### config.mk
export PLATFORM = sky130hd
export DESIGN_NAME = word_frame_controller_flat
export DESIGN_NICKNAME = d
export VERILOG_FILES = /design/src/rtl/word_frame_controller_if.sv /design/src/rtl/word_frame_controller.sv /design/src/flat_wrapper.sv
export SDC_FILE = /design/constraint.sdc
export NUM_CORES = 1
export LEC_CHECK = 0
export CORE_MARGIN = 5
export CORE_UTILIZATION = 50
export CTS_CLUSTER_SIZE = 14
export DETAILED_ROUTE_END_ITERATION = 6
export GPL_ROUTABILITY_DRIVEN = 0
export PLACE_DENSITY = 0.76
export REMOVE_ABC_BUFFERS = 1
export SYNTH_ARGS = -nofsm -noshare
export SYNTH_HDL_FRONTEND = slang
export SYNTH_SLANG_ARGS = --single-unit
### constraint.sdc
create_clock -name clk -period 3.68 [get_ports clk]
set_input_delay 0.368 -clock clk [delete_from_list [all_inputs] [get_ports clk]]
set_output_delay 0.368 -clock clk [all_outputs]
set_load 0.02 [all_outputs]
### src/rtl/word_frame_controller_if.sv
// Bit-stream input, word output handshake and frame status for word_frame_controller.
// master drives the bit stream and word_ready; slave is the framer.
interface word_frame_controller_if #(
    parameter int WORD_W = 12
);
    logic              enable;
    logic              bit_in;
    logic              bit_valid;
    logic [WORD_W-1:0] word_out;
    logic              word_valid;
    logic              word_ready;
    logic              frame_start;
    logic              frame_done;
    logic              frame_err;
    logic              overflow;
    logic [1:0]        state;

    modport master (
        output enable, bit_in, bit_valid, word_ready,
        input  word_out, word_valid, frame_start, frame_done, frame_err, overflow, state
    );

    modport slave (
        input  enable, bit_in, bit_valid, word_ready,
        output word_out, word_valid, frame_start, frame_done, frame_err, overflow, state
    );
endinterface

### src/rtl/word_frame_controller.sv
// Sync-aligned serial word framer: hunts for a sync pattern, assembles MSB-first
// words, checks the marker bit and queues good words in a 2-entry output buffer.
module word_frame_controller #(
    parameter int                WORD_W          = 12,
    parameter int                SYNC_W          = 8,
    parameter logic [SYNC_W-1:0] SYNC_PATTERN    = 8'hD5,
    parameter int                WORDS_PER_FRAME = 4,
    parameter int                TIMEOUT         = 255
) (
    input  logic                 clk,
    input  logic                 rst_n,
    word_frame_controller_if.slave bus
);
    localparam int BCW = $clog2(WORD_W + 1);
    localparam int SCW = $clog2(SYNC_W + 1);

    typedef enum logic [1:0] {
        IDLE    = 2'b00,
        HUNT    = 2'b01,
        COLLECT = 2'b10
    } state_e;

    state_e            state_q;
    logic [SYNC_W-1:0] sync_q;
    logic [SCW-1:0]    sync_cnt_q;
    logic [WORD_W-1:0] shift_q;
    logic [BCW-1:0]    bit_cnt_q;
    logic [3:0]        word_cnt_q;
    logic [7:0]        idle_cnt_q;
    logic              start_q, done_q, err_q;

    logic [WORD_W-1:0] head_q, tail_q;
    logic [1:0]        fifo_cnt_q;
    logic              ovf_q;

    logic [SYNC_W-1:0] sync_d;
    logic [WORD_W-1:0] shift_d;
    logic              word_end, push, pop, flush;

    assign sync_d   = {sync_q[SYNC_W-2:0], bus.bit_in};
    assign shift_d  = {shift_q[WORD_W-2:0], bus.bit_in};
    assign word_end = (state_q == COLLECT) && bus.enable && bus.bit_valid &&
                      (bit_cnt_q == BCW'(WORD_W - 1));
    // The marker is judged on the completed word, including the bit arriving now.
    assign push     = word_end && shift_d[WORD_W-1];
    assign pop      = (fifo_cnt_q != 2'd0) && bus.word_ready;
    assign flush    = !bus.enable || (state_q == IDLE);

    always_ff @(posedge clk or negedge rst_n) begin
        if (!rst_n) begin
            state_q    <= IDLE;
            sync_q     <= '0;
            sync_cnt_q <= '0;
            shift_q    <= '0;
            bit_cnt_q  <= '0;
            word_cnt_q <= '0;
            idle_cnt_q <= '0;
            start_q    <= 1'b0;
            done_q     <= 1'b0;
            err_q      <= 1'b0;
        end else begin
            start_q <= 1'b0;
            done_q  <= 1'b0;
            err_q   <= 1'b0;
            if (!bus.enable) begin
                state_q    <= IDLE;
                sync_q     <= '0;
                sync_cnt_q <= '0;
                shift_q    <= '0;
                bit_cnt_q  <= '0;
                word_cnt_q <= '0;
                idle_cnt_q <= '0;
            end else begin
                case (state_q)
                    IDLE: begin
                        state_q    <= HUNT;
                        sync_q     <= '0;
                        sync_cnt_q <= '0;
                    end
                    HUNT: begin
                        if (bus.bit_valid) begin
                            sync_q <= sync_d;
                            if (sync_cnt_q != SCW'(SYNC_W)) sync_cnt_q <= sync_cnt_q + 1'b1;
                            // A full window of fresh bits is needed before a match counts.
                            if (sync_d == SYNC_PATTERN && sync_cnt_q >= SCW'(SYNC_W - 1)) begin
                                state_q    <= COLLECT;
                                start_q    <= 1'b1;
                                shift_q    <= '0;
                                bit_cnt_q  <= '0;
                                word_cnt_q <= '0;
                                idle_cnt_q <= '0;
                            end
                        end
                    end
                    COLLECT: begin
                        if (bus.bit_valid) begin
                            idle_cnt_q <= '0;
                            shift_q    <= shift_d;
                            if (bit_cnt_q == BCW'(WORD_W - 1)) begin
                                bit_cnt_q <= '0;
                                if (shift_d[WORD_W-1]) begin
                                    word_cnt_q <= word_cnt_q + 1'b1;
                                    if (word_cnt_q == 4'(WORDS_PER_FRAME - 1)) begin
                                        done_q     <= 1'b1;
                                        state_q    <= HUNT;
                                        sync_q     <= '0;
                                        sync_cnt_q <= '0;
                                    end
                                end else begin
                                    err_q      <= 1'b1;
                                    state_q    <= HUNT;
                                    sync_q     <= '0;
                                    sync_cnt_q <= '0;
                                end
                            end else begin
                                bit_cnt_q <= bit_cnt_q + 1'b1;
                            end
                        end else if (idle_cnt_q == 8'(TIMEOUT - 1)) begin
                            err_q      <= 1'b1;
                            state_q    <= HUNT;
                            sync_q     <= '0;
                            sync_cnt_q <= '0;
                            bit_cnt_q  <= '0;
                            idle_cnt_q <= '0;
                        end else begin
                            idle_cnt_q <= idle_cnt_q + 1'b1;
                        end
                    end
                    default: state_q <= IDLE;
                endcase
            end
        end
    end

    // Two-entry buffer kept as explicit head/tail registers so word_out is a flop.
    always_ff @(posedge clk or negedge rst_n) begin
        if (!rst_n) begin
            head_q     <= '0;
            tail_q     <= '0;
            fifo_cnt_q <= 2'd0;
            ovf_q      <= 1'b0;
        end else if (flush) begin
            head_q     <= '0;
            tail_q     <= '0;
            fifo_cnt_q <= 2'd0;
            ovf_q      <= 1'b0;
        end else begin
            case (fifo_cnt_q)
                2'd0: begin
                    if (push) begin
                        head_q     <= shift_d;
                        fifo_cnt_q <= 2'd1;
                    end
                end
                2'd1: begin
                    case ({push, pop})
                        2'b11: head_q <= shift_d;
                        2'b10: begin
                            tail_q     <= shift_d;
                            fifo_cnt_q <= 2'd2;
                        end
                        2'b01: fifo_cnt_q <= 2'd0;
                        default: ;
                    endcase
                end
                2'd2: begin
                    case ({push, pop})
                        2'b11: begin
                            head_q <= tail_q;
                            tail_q <= shift_d;
                        end
                        2'b01: begin
                            head_q     <= tail_q;
                            fifo_cnt_q <= 2'd1;
                        end
                        2'b10: ovf_q <= 1'b1;
                        default: ;
                    endcase
                end
                default: fifo_cnt_q <= 2'd0;
            endcase
        end
    end

    assign bus.word_out    = head_q;
    assign bus.word_valid  = (fifo_cnt_q != 2'd0);
    assign bus.frame_start = start_q;
    assign bus.frame_done  = done_q;
    assign bus.frame_err   = err_q;
    assign bus.overflow    = ovf_q;
    assign bus.state       = state_q;
endmodule
### src/flat_wrapper.sv
// flat-port wrapper written by rule: the top's interface ports become plain ports
module word_frame_controller_flat 
#(
    parameter int                WORD_W          = 12,
    parameter int                SYNC_W          = 8,
    parameter logic [SYNC_W-1:0] SYNC_PATTERN    = 8'hD5,
    parameter int                WORDS_PER_FRAME = 4,
    parameter int                TIMEOUT         = 255
)
  (clk, rst_n, bus_enable, bus_bit_in, bus_bit_valid, bus_word_ready, bus_word_out, bus_word_valid, bus_frame_start, bus_frame_done, bus_frame_err, bus_overflow, bus_state);
  word_frame_controller_if #(.WORD_W(WORD_W)) bus_i ();
  input  logic clk;
  input  logic rst_n;
  input wire logic [$bits(bus_i.enable)-1:0] bus_enable;
  input wire logic [$bits(bus_i.bit_in)-1:0] bus_bit_in;
  input wire logic [$bits(bus_i.bit_valid)-1:0] bus_bit_valid;
  input wire logic [$bits(bus_i.word_ready)-1:0] bus_word_ready;
  output wire logic [$bits(bus_i.word_out)-1:0] bus_word_out;
  output wire logic [$bits(bus_i.word_valid)-1:0] bus_word_valid;
  output wire logic [$bits(bus_i.frame_start)-1:0] bus_frame_start;
  output wire logic [$bits(bus_i.frame_done)-1:0] bus_frame_done;
  output wire logic [$bits(bus_i.frame_err)-1:0] bus_frame_err;
  output wire logic [$bits(bus_i.overflow)-1:0] bus_overflow;
  output wire logic [$bits(bus_i.state)-1:0] bus_state;
  assign bus_i.enable = bus_enable;
  assign bus_i.bit_in = bus_bit_in;
  assign bus_i.bit_valid = bus_bit_valid;
  assign bus_i.word_ready = bus_word_ready;
  assign bus_word_out = bus_i.word_out;
  assign bus_word_valid = bus_i.word_valid;
  assign bus_frame_start = bus_i.frame_start;
  assign bus_frame_done = bus_i.frame_done;
  assign bus_frame_err = bus_i.frame_err;
  assign bus_overflow = bus_i.overflow;
  assign bus_state = bus_i.state;
  word_frame_controller #(.WORD_W(WORD_W), .SYNC_W(SYNC_W), .SYNC_PATTERN(SYNC_PATTERN), .WORDS_PER_FRAME(WORDS_PER_FRAME), .TIMEOUT(TIMEOUT)) u_core (.clk(clk), .rst_n(rst_n), .bus(bus_i));
endmodule
==> flow_summary.yaml <==
placed_design:
  post-dp-hpwl_um: 4790
  dp.cells: 465
  pre_cts_slack_ps: 849
  port_buffers: 24
drt:
  postRouteAntennaNets: 0
  routed_via_density: 5.53
  drt_first_pass_iters: 4
  vias: 2667
  drcViolationCount: 0
  drt-total-wl_um: 7060
  drt_iter0_markers: 195
  routedWlPerCell_um: 14.6
cells_and_area:
  finalNonFillerCells: 482
  drive_gt1_share_pct: 9.84
  n_antenna_cell: 0
  fill_cells: 586
  area_growth_pct: 13.1
  nets: 397
logic_synthesis:
  synth_cells: 358
  yosys_register_bits: 70
  syn_area_mm2: 0.00353
  synth_cell_types: 57
  yosysSeqAreaShare_pct: 49.7
  async_flop_share_pct: 100
  synthFlopType: "dfrtp_1"
  syn_area_per_cell_um2: 9.85
  yosys_warnings: 0
  synth_edf_count: 0
timing:
  setup_viol: 0
  relSlewSlack_pct: 44.3
  final.period_utilization_pct: 67.7
  drv_slew: 0
  finalSetupTns_ps: 0
  final-hold-violation-count: 0
  skew_ps: 9.73
  tightest_slew_ps: 836
  max_freq_mhz: 401
  rsz0062_at_grt: "false"
  holdWs_ps: 490
  fin_crit_ps: 2490
  fin_ws_ps: 1190
clock_tree:
  ctsResizeCount: 0
  cts_inserted_buffers: 9
  clkSlewWorstSetupHoldPaths_ps: 70
  cts.sinks: 70
  cts_setup_buffers: 0
  ctsHoldBuffers: 1
  root_buffer: "clkbuf_8"
  htreeDepth: 3
  cts_tree: "yes"
  clockBufferDepth: 2
  clock_latency_ps: 340
critical_path:
  critPathLaunchType: "primary input"
  path_class: "primary input to flip-flop"
  arrival_ps: 2750
  endpoint_kind: "flip-flop"
  worstReg2RegEnd: "u_core.bus.word_out[0]"
  worstReg2RegStart: "u_core.bus.state[0]"
  cp.required_ps: 3940
  ff2ff_setup_slack_ps: 1350
  crit_start: "bus_enable"
  path_max_fanout: 24
  rr_worst_depth: 5
power_and_ir_drop:
  power.density_mw_per_mm2: 422
  p_leak_nw: 1.75
  p_total_mw: 1.68
  ir_drop_v: 0.000157
die:
  num_rows: 30
  die_x_um: 94.0
  coreArea_mm2: 0.00683
  initial_utilization_pct: 51.6
  dieHeight_um: 94.0
  die_area_mm2: 0.00883
  io_pins: 25
global_route:
  antenna_found_initial: 0
  grt_usage_pct: 17.5
  grt_start_max_net_pins: 50
  grt-ovfl-total: 0
  grt_first_pass_wirelength_um: 12300
  grt_pass1_vias: 2541
job:
  maxCapViolCount: 0
min_path:
  hold_start: "u_core.tail_q[3]"
  min_to: "u_core.tail_q[3]"
  hold_class: "flip-flop to flip-flop"
  hold_path_depth: 2
run_status:
  status: "finished, final reports clean"
[worst max-delay path, stage by stage]
cell	delay, ps
clkdlybuf4s50_1	710
and4b_1	670
nand3_4	200
o21ai_4	520
nand3_1	150
o21ai_0	120
[Yosys cell counts, types with 2 or more instances]
| master | instances | area share [%] |
|---|---|---|
| a211oi_1 | 2 | 0.43 |
| a21oi_1 | 12 | 1.7 |
| a22o_1 | 20 | 5.0 |
| a31oi_1 | 6 | 1.1 |
| and2_1 | 2 | 0.35 |
| and2b_1 | 3 | 0.64 |
| and3_1 | 4 | 0.71 |
| buf_2 | 7 | 0.99 |
| buf_4 | 4 | 0.85 |
| clkbuf_1 | 2 | 0.21 |
| dfrtp_1 | 70 | 50 |
| ha_1 | 10 | 3.5 |
| inv_1 | 24 | 2.6 |
| mux2_2 | 12 | 3.8 |
| mux2i_1 | 2 | 0.57 |
| nand2_1 | 45 | 4.8 |
| nand2b_1 | 4 | 0.71 |
| nand3_1 | 18 | 2.6 |
| nand4_1 | 3 | 0.53 |
| nor2_1 | 23 | 2.4 |
| nor2b_1 | 4 | 0.71 |
| nor3_1 | 3 | 0.43 |
| o21ai_0 | 32 | 4.5 |
| o21ai_1 | 9 | 1.3 |
| o31ai_1 | 4 | 0.85 |
| or3_1 | 2 | 0.35 |
[cell type report]
cell class | count | area (um^2) | share of cell area (%)
Inverter | 24 | 90.1 | 2.26
Clock inverter | 4 | 22.5 | 0.565
Timing Repair Buffer | 27 | 260 | 6.53
Tap cell | 96 | 120 | 3.01
Clock buffer | 12 | 145 | 3.64
Multi-Input combinational cell | 249 | 1600 | 40.1
Sequential cell | 70 | 1750 | 43.9
[worst max-delay path by stage]
stage	slack (ps)	to	cells past startpoint
2_1_floorplan	1650	u_core.tail_q[0]	6
3_3_place_gp	1020	u_core.bus.word_out[4]	6
3_5_place_dp	850	u_core.bus.word_out[1]	6
4_1_cts	1180	u_core.bus.word_out[0]	6
5_1_grt	930	u_core.bus.word_out[2]	6
6_report	1190	u_core.bus.word_out[0]	6
[flip-flops by register name, indices dropped and copies added, names as in the netlist]
| signal | cells |
|---|---|
| u_core.word_cnt_q | 4 |
| u_core.shift_q | 11 |
| u_core.bus.frame_err | 1 |
| u_core.sync_cnt_q | 4 |
| u_core.sync_q | 7 |
| u_core.bus.frame_done | 1 |
| u_core.tail_q | 12 |
| u_core.fifo_cnt_q | 2 |
| u_core.idle_cnt_q | 8 |
| u_core.bus.state | 2 |
| u_core.bit_cnt_q | 4 |
| u_core.bus.overflow | 1 |
| u_core.bus.word_out | 12 |
| u_core.bus.frame_start | 1 |
[metrics by stage]
| step | util, % | instance area [um^2] |
|---|---|---|
| floorplan | - | 3440 |
| global placement | 55.8 | 3810 |
| detailed placement | 55.8 | 3810 |
| CTS | 58.4 | 3990 |
| global route | 58.4 | 3990 |
| finish | 58.4 | 3990 |
[cell usage in the layout (no fill, tap or decap), types with 6 or more instances in the layout]
cell type,synthesis,final
clkbuf_8,0,10
mux2_2,12,12
o21ai_1,9,9
o21ai_0,32,32
inv_1,24,24
a22o_1,20,20
a31oi_1,6,6
clkdlybuf4s50_1,0,23
a21oi_1,12,12
dfrtp_1,70,70
ha_1,10,10
nand3_1,18,18
nor2_1,23,23
nand2_1,45,45
[cells by family (layout without fill, tap and decap cells)]
group / count (synthesis) / after routing / synth area share [%]
flops: 70 / 70 / 49.7
fa+ha+maj: 10 / 10 / 3.55
compound gates: 99 / 99 / 19.1
xor+xnor: 2 / 2 / 0.497
buf+inv: 39 / 67 / 5.04
simple gates: 124 / 124 / 17.8
mux: 14 / 14 / 4.40
[where the power goes]
| group | switching (mW) | internal, mW |
|---|---|---|
| registers | 0.0391 | 0.794 |
| clock network | 0.285 | 0.260 |
| logic | 0.208 | 0.0958 |
[routing by layer]
layer | wire, um | vias up | global-route usage, % | part of all wire (%)
li1 | - | 1325 | - | -
met1 | 3530 | 1278 | 25.5 | 50
met2 | 3120 | 54 | 25.6 | 44
met3 | 297 | 10 | 3.53 | 4.2
met4 | 114 | 0 | 6.86 | 1.6
met5 | 0 | - | 0 | 0
(Power assumes the default switching activity.)
==> edit 1 (same settings) <==
`TIMEOUT` is set to 255 in 2 places; all go to 127.
--- a/src/rtl/word_frame_controller.sv
+++ b/src/rtl/word_frame_controller.sv
@@ -5,7 +5,7 @@
     parameter int                SYNC_W          = 8,
     parameter logic [SYNC_W-1:0] SYNC_PATTERN    = 8'hD5,
     parameter int                WORDS_PER_FRAME = 4,
-    parameter int                TIMEOUT         = 255
+    parameter int                TIMEOUT         = 127
 ) (
     input  logic                 clk,
     input  logic                 rst_n,
--- a/src/flat_wrapper.sv
+++ b/src/flat_wrapper.sv
@@ -5,7 +5,7 @@
     parameter int                SYNC_W          = 8,
     parameter logic [SYNC_W-1:0] SYNC_PATTERN    = 8'hD5,
     parameter int                WORDS_PER_FRAME = 4,
-    parameter int                TIMEOUT         = 255
+    parameter int                TIMEOUT         = 127
 )
   (clk, rst_n, bus_enable, bus_bit_in, bus_bit_valid, bus_word_ready, bus_word_out, bus_word_valid, bus_frame_start, bus_frame_done, bus_frame_err, bus_overflow, bus_state);
   word_frame_controller_if #(.WORD_W(WORD_W)) bus_i ();
Behaviour: same outputs for any inputs over 10 cycles, from zero or initial values and one cycle with rst_n low; that may be too few to reach the edited logic, so the function may still have changed.
==> edit 1 against the original RTL <==
  * Power up 4.9%
  * Sequential cell count did not move
  * Final area rose by 3.3%
  * Count of clock-buffer cells in the layout fell by 3
  * First-iteration DRC count fell by 17%
  * Synthesized area is 1.6% higher
  * Clock skew shrank 2.5 ps
  * Sequential power is 3.7% lower
  * Routed wire length fell by 1.7%
  * Final cell count shrank 5.8%
  * Register-to-register slack lost 140 ps
  * Worst setup slack got worse by 150 ps
  * Largest power group unchanged
==> edit 1: results (changes against the original RTL) <==
status - finished, final reports clean
most instantiated cells after synthesis - dfrtp_1 (70), nor2_1 (39), mux2i_1 (33)
Final #Nets - 369 (-7.1%)
Worst R2R End - u_core.sync_cnt_q[1]
slowest stage delay, CP - 750 ps (+40 ps)
met1 wire length - 3.43 mm (-2.9%)
drt wl/cell - 15.3 um (+4.3%)
drt initial violations - 161 (-17%)
Crit path arrival time - 2860 ps (+110 ps)
DP Wirelength - 4.72 mm (-1.4%)
reg2reg start - u_core.idle_cnt_q[3]
Post-DP Area - 0.00389 sq mm (+2.2%)
CTS resizes - 0 (unchanged)
Final period util - 71.8% (+4.1 points)
Placement Setup Slack - 712 ps (-137 ps)
Fillers - 558 (-4.8%)
Vias per Instance - 5.63 (+1.7%)
GRT Total Usage - 17.5% (-0.031 points)
number of global-route vias before repair - 2537 (-0.16%)
delay-heaviest family, CP - buffers and inverters
Synth Flop Type - dfrtp_1
Seq/Total Area, Yosys - 48.9% (-0.78 points)
met2 WL - 3.18 mm (+2.0%)
clk_lat worst skew - 330 ps
Leak Pwr - 1.91 nW (+9.4%)
Critical path destination - u_core.bus.word_out[0]
met3 wire length - 183 um (-38%)
flop2flop setup slack - 1210 ps (-140 ps)
Clock transition at path regs - 80 ps
post-synthesis cell type count - 60 (+5.3%)
maximum fanout along the worst path - 12 (-50%)
port bufs - 24 (unchanged)
initial antenna violation count - 0 (unchanged)
Hold Slack - 11.5 ps (-478 ps)
largest net degree at the start of global routing - 48 (-4.0%)
synth top area cells - dfrtp_1 (49%), mux2i_1 (9.2%), mux2_2 (4.4%)
Ant. Diodes - 0 (unchanged)
Synth Area per Inst - 11.0 sq um (+11%)
Max IR drop VDD - 0.187 mV (+19%)
Cell Count Post-Placement - 438 (-5.8%)
CTS max path bufs - 2 (unchanged)
max_slew headroom - 42.2% (-2.0 points)
routed vias - 2556 (-4.2%)
First-pass DRT Iterations - 4 (unchanged)
layout cells sized above 1 - 14.5% (+4.7 points)
first-pass GRT wire length - 12.4 mm (+0.84%)
type of the tightest min-delay check - in2async
clk_skew - 7.18 ps (-2.55 ps)
edit 1: cell type report:
cell class	count	area, sq um	area share, %
clock buffer	9	124	3.01
clock inverter	7	98.8	2.40
inverter	18	67.6	1.64
multi-input combinational	225	1680	40.9
sequential	70	1750	42.6
tap	96	120	2.92
timing repair buffer	29	273	6.63
edit 1: logic make-up after synthesis:
group | share of synthesized area (%)
AND/OR/NAND/NOR | 14.0
adder cells (fa/ha/maj) | 3.49
XOR/XNOR | 0.245
multiplexers | 14.6
buffers and inverters | 4.26
AO/OA/AOI/OAI | 14.6
flip-flops | 48.9
edit 1: layer usage:
metal  track usage, %  vias to the layer above
met5                0                        -
met3             3.03                       12
li1                 -                     1235
met1             24.5                     1270
met4             7.21                        0
met2             26.8                       39
edit 1: where the power goes:
part / total (mW) / internal [mW] / switching, mW
registers: 0.802 / 0.782 / 0.0199
clock network: 0.683 / 0.384 / 0.299
logic: 0.280 / 0.110 / 0.170
total: 1.76 / 1.28 / 0.489
==> edit 2 (same settings) <==
Made on the original files. Compare `bit_cnt_q` against `BCW'(WORD_W - 1)` with >= in place of ==.
--- a/src/rtl/word_frame_controller.sv
+++ b/src/rtl/word_frame_controller.sv
@@ -96,7 +96,7 @@
                         if (bus.bit_valid) begin
                             idle_cnt_q <= '0;
                             shift_q    <= shift_d;
-                            if (bit_cnt_q == BCW'(WORD_W - 1)) begin
+                            if (bit_cnt_q >= BCW'(WORD_W - 1)) begin
                                 bit_cnt_q <= '0;
                                 if (shift_d[WORD_W-1]) begin
                                     word_cnt_q <= word_cnt_q + 1'b1;
Function: no difference found for any inputs over 10 cycles, from zero or initial values and one cycle with rst_n low; that may be too few to reach the edited logic, so the function may still have changed.
==> edit 2 against the original RTL <==
  * Worst setup slack better by 120 ps
  * Global-route usage down 1.1 points
  * Final area up 1.6%
  * Routed wire length down 5.8%
  * Synthesized cell count down 5.9%
  * Sequential cell count unchanged
  * Sequential share of layout area down 0.68 points
  * Synthesized area up 1.4%
  * Critical path type unchanged
  * Largest cell class unchanged
Power is not compared: it rests on default switching activity, and its combinational part moved more than twofold at a synthesized area within 25%.
==> edit 2: results (changes against the original RTL) <==
status - finished, final reports clean
GRT Total Usage - 16.4% (-1.1 points)
maximum fanout along the worst path - 12 (-50%)
met2 WL - 3.07 mm (-1.4%)
Vias per Instance - 5.43 (-1.9%)
Synth Area per Inst - 10.6 sq um (+7.7%)
Hold Startpoint - u_core.word_cnt_q[3]
Global Route met2 Usage - 25.9% (+0.28 points)
post-synthesis cell type count - 56 (-1.8%)
GR Util met1 - 22.0% (-3.4 points)
met3 wire length - 167 um (-44%)
Seq/Total Area, Yosys - 49.0% (-0.68 points)
layout cells sized above 1 - 14.2% (+4.4 points)
Worst Hold Depth - 1 (-1)
flop2flop setup slack - 1410 ps (+60 ps)
synth top area cells - dfrtp_1 (49%), mux2i_1 (7.3%), o21ai_0 (4.2%)
Final #Nets - 377 (-5.0%)
Worst R2R End - u_core.bus.word_out[9]
first-pass GRT wire length - 11.6 mm (-5.7%)
post-synthesis mux area share - 11.8% (+7.4 points)
most instantiated cells after synthesis - dfrtp_1 (70), nor2_1 (37), nand2_1 (33)
number of global-route vias before repair - 2449 (-3.6%)
Placement Setup Slack - 925 ps (+76.2 ps)
clk_skew - 10.3 ps (+0.588 ps)
met1 wire length - 3.32 mm (-5.9%)
Worst Hold End - u_core.word_cnt_q[3]
Crit path arrival time - 2600 ps (-150 ps)
final WL - 6.65 mm (-5.8%)
Post-Synth Adder-Cell Area - 3.50% (-0.048 points)
-- edit 2: cell types whose count changed in the layout (fill, tap and decap cells not counted), moves of 11 or more --
| cell | unedited run | this run |
|---|---|---|
| a22o_1 | 20 | 9 |
| inv_1 | 24 | 12 |
| mux2i_1 | 2 | 26 |
| nand2_1 | 45 | 33 |
| nand3_1 | 18 | 7 |
| nor2_1 | 23 | 37 |
-- edit 2: layout make-up --
class / count / area (sq um)
tap: 96 / 120
fill: 549 / 2820
clock inverter: 6 / 37.5
inverter: 12 / 45.0
timing repair buffer: 30 / 283
clock buffer: 10 / 138
sequential: 70 / 1750
multi-input combinational: 238 / 1670
-- edit 2: per-stage QoR --
step / hold slack, ps / cell area (sq um) / power [mW]
4_1_cts: 483 / 4050 / 1.51
3_3_place_gp: 330 / 3860 / 0.948
2_1_floorplan: 72.4 / 3470 / 0.897
6_report: 482 / 4050 / 1.48
5_1_grt: 523 / 4050 / 1.55
3_5_place_dp: 336 / 3860 / 0.952
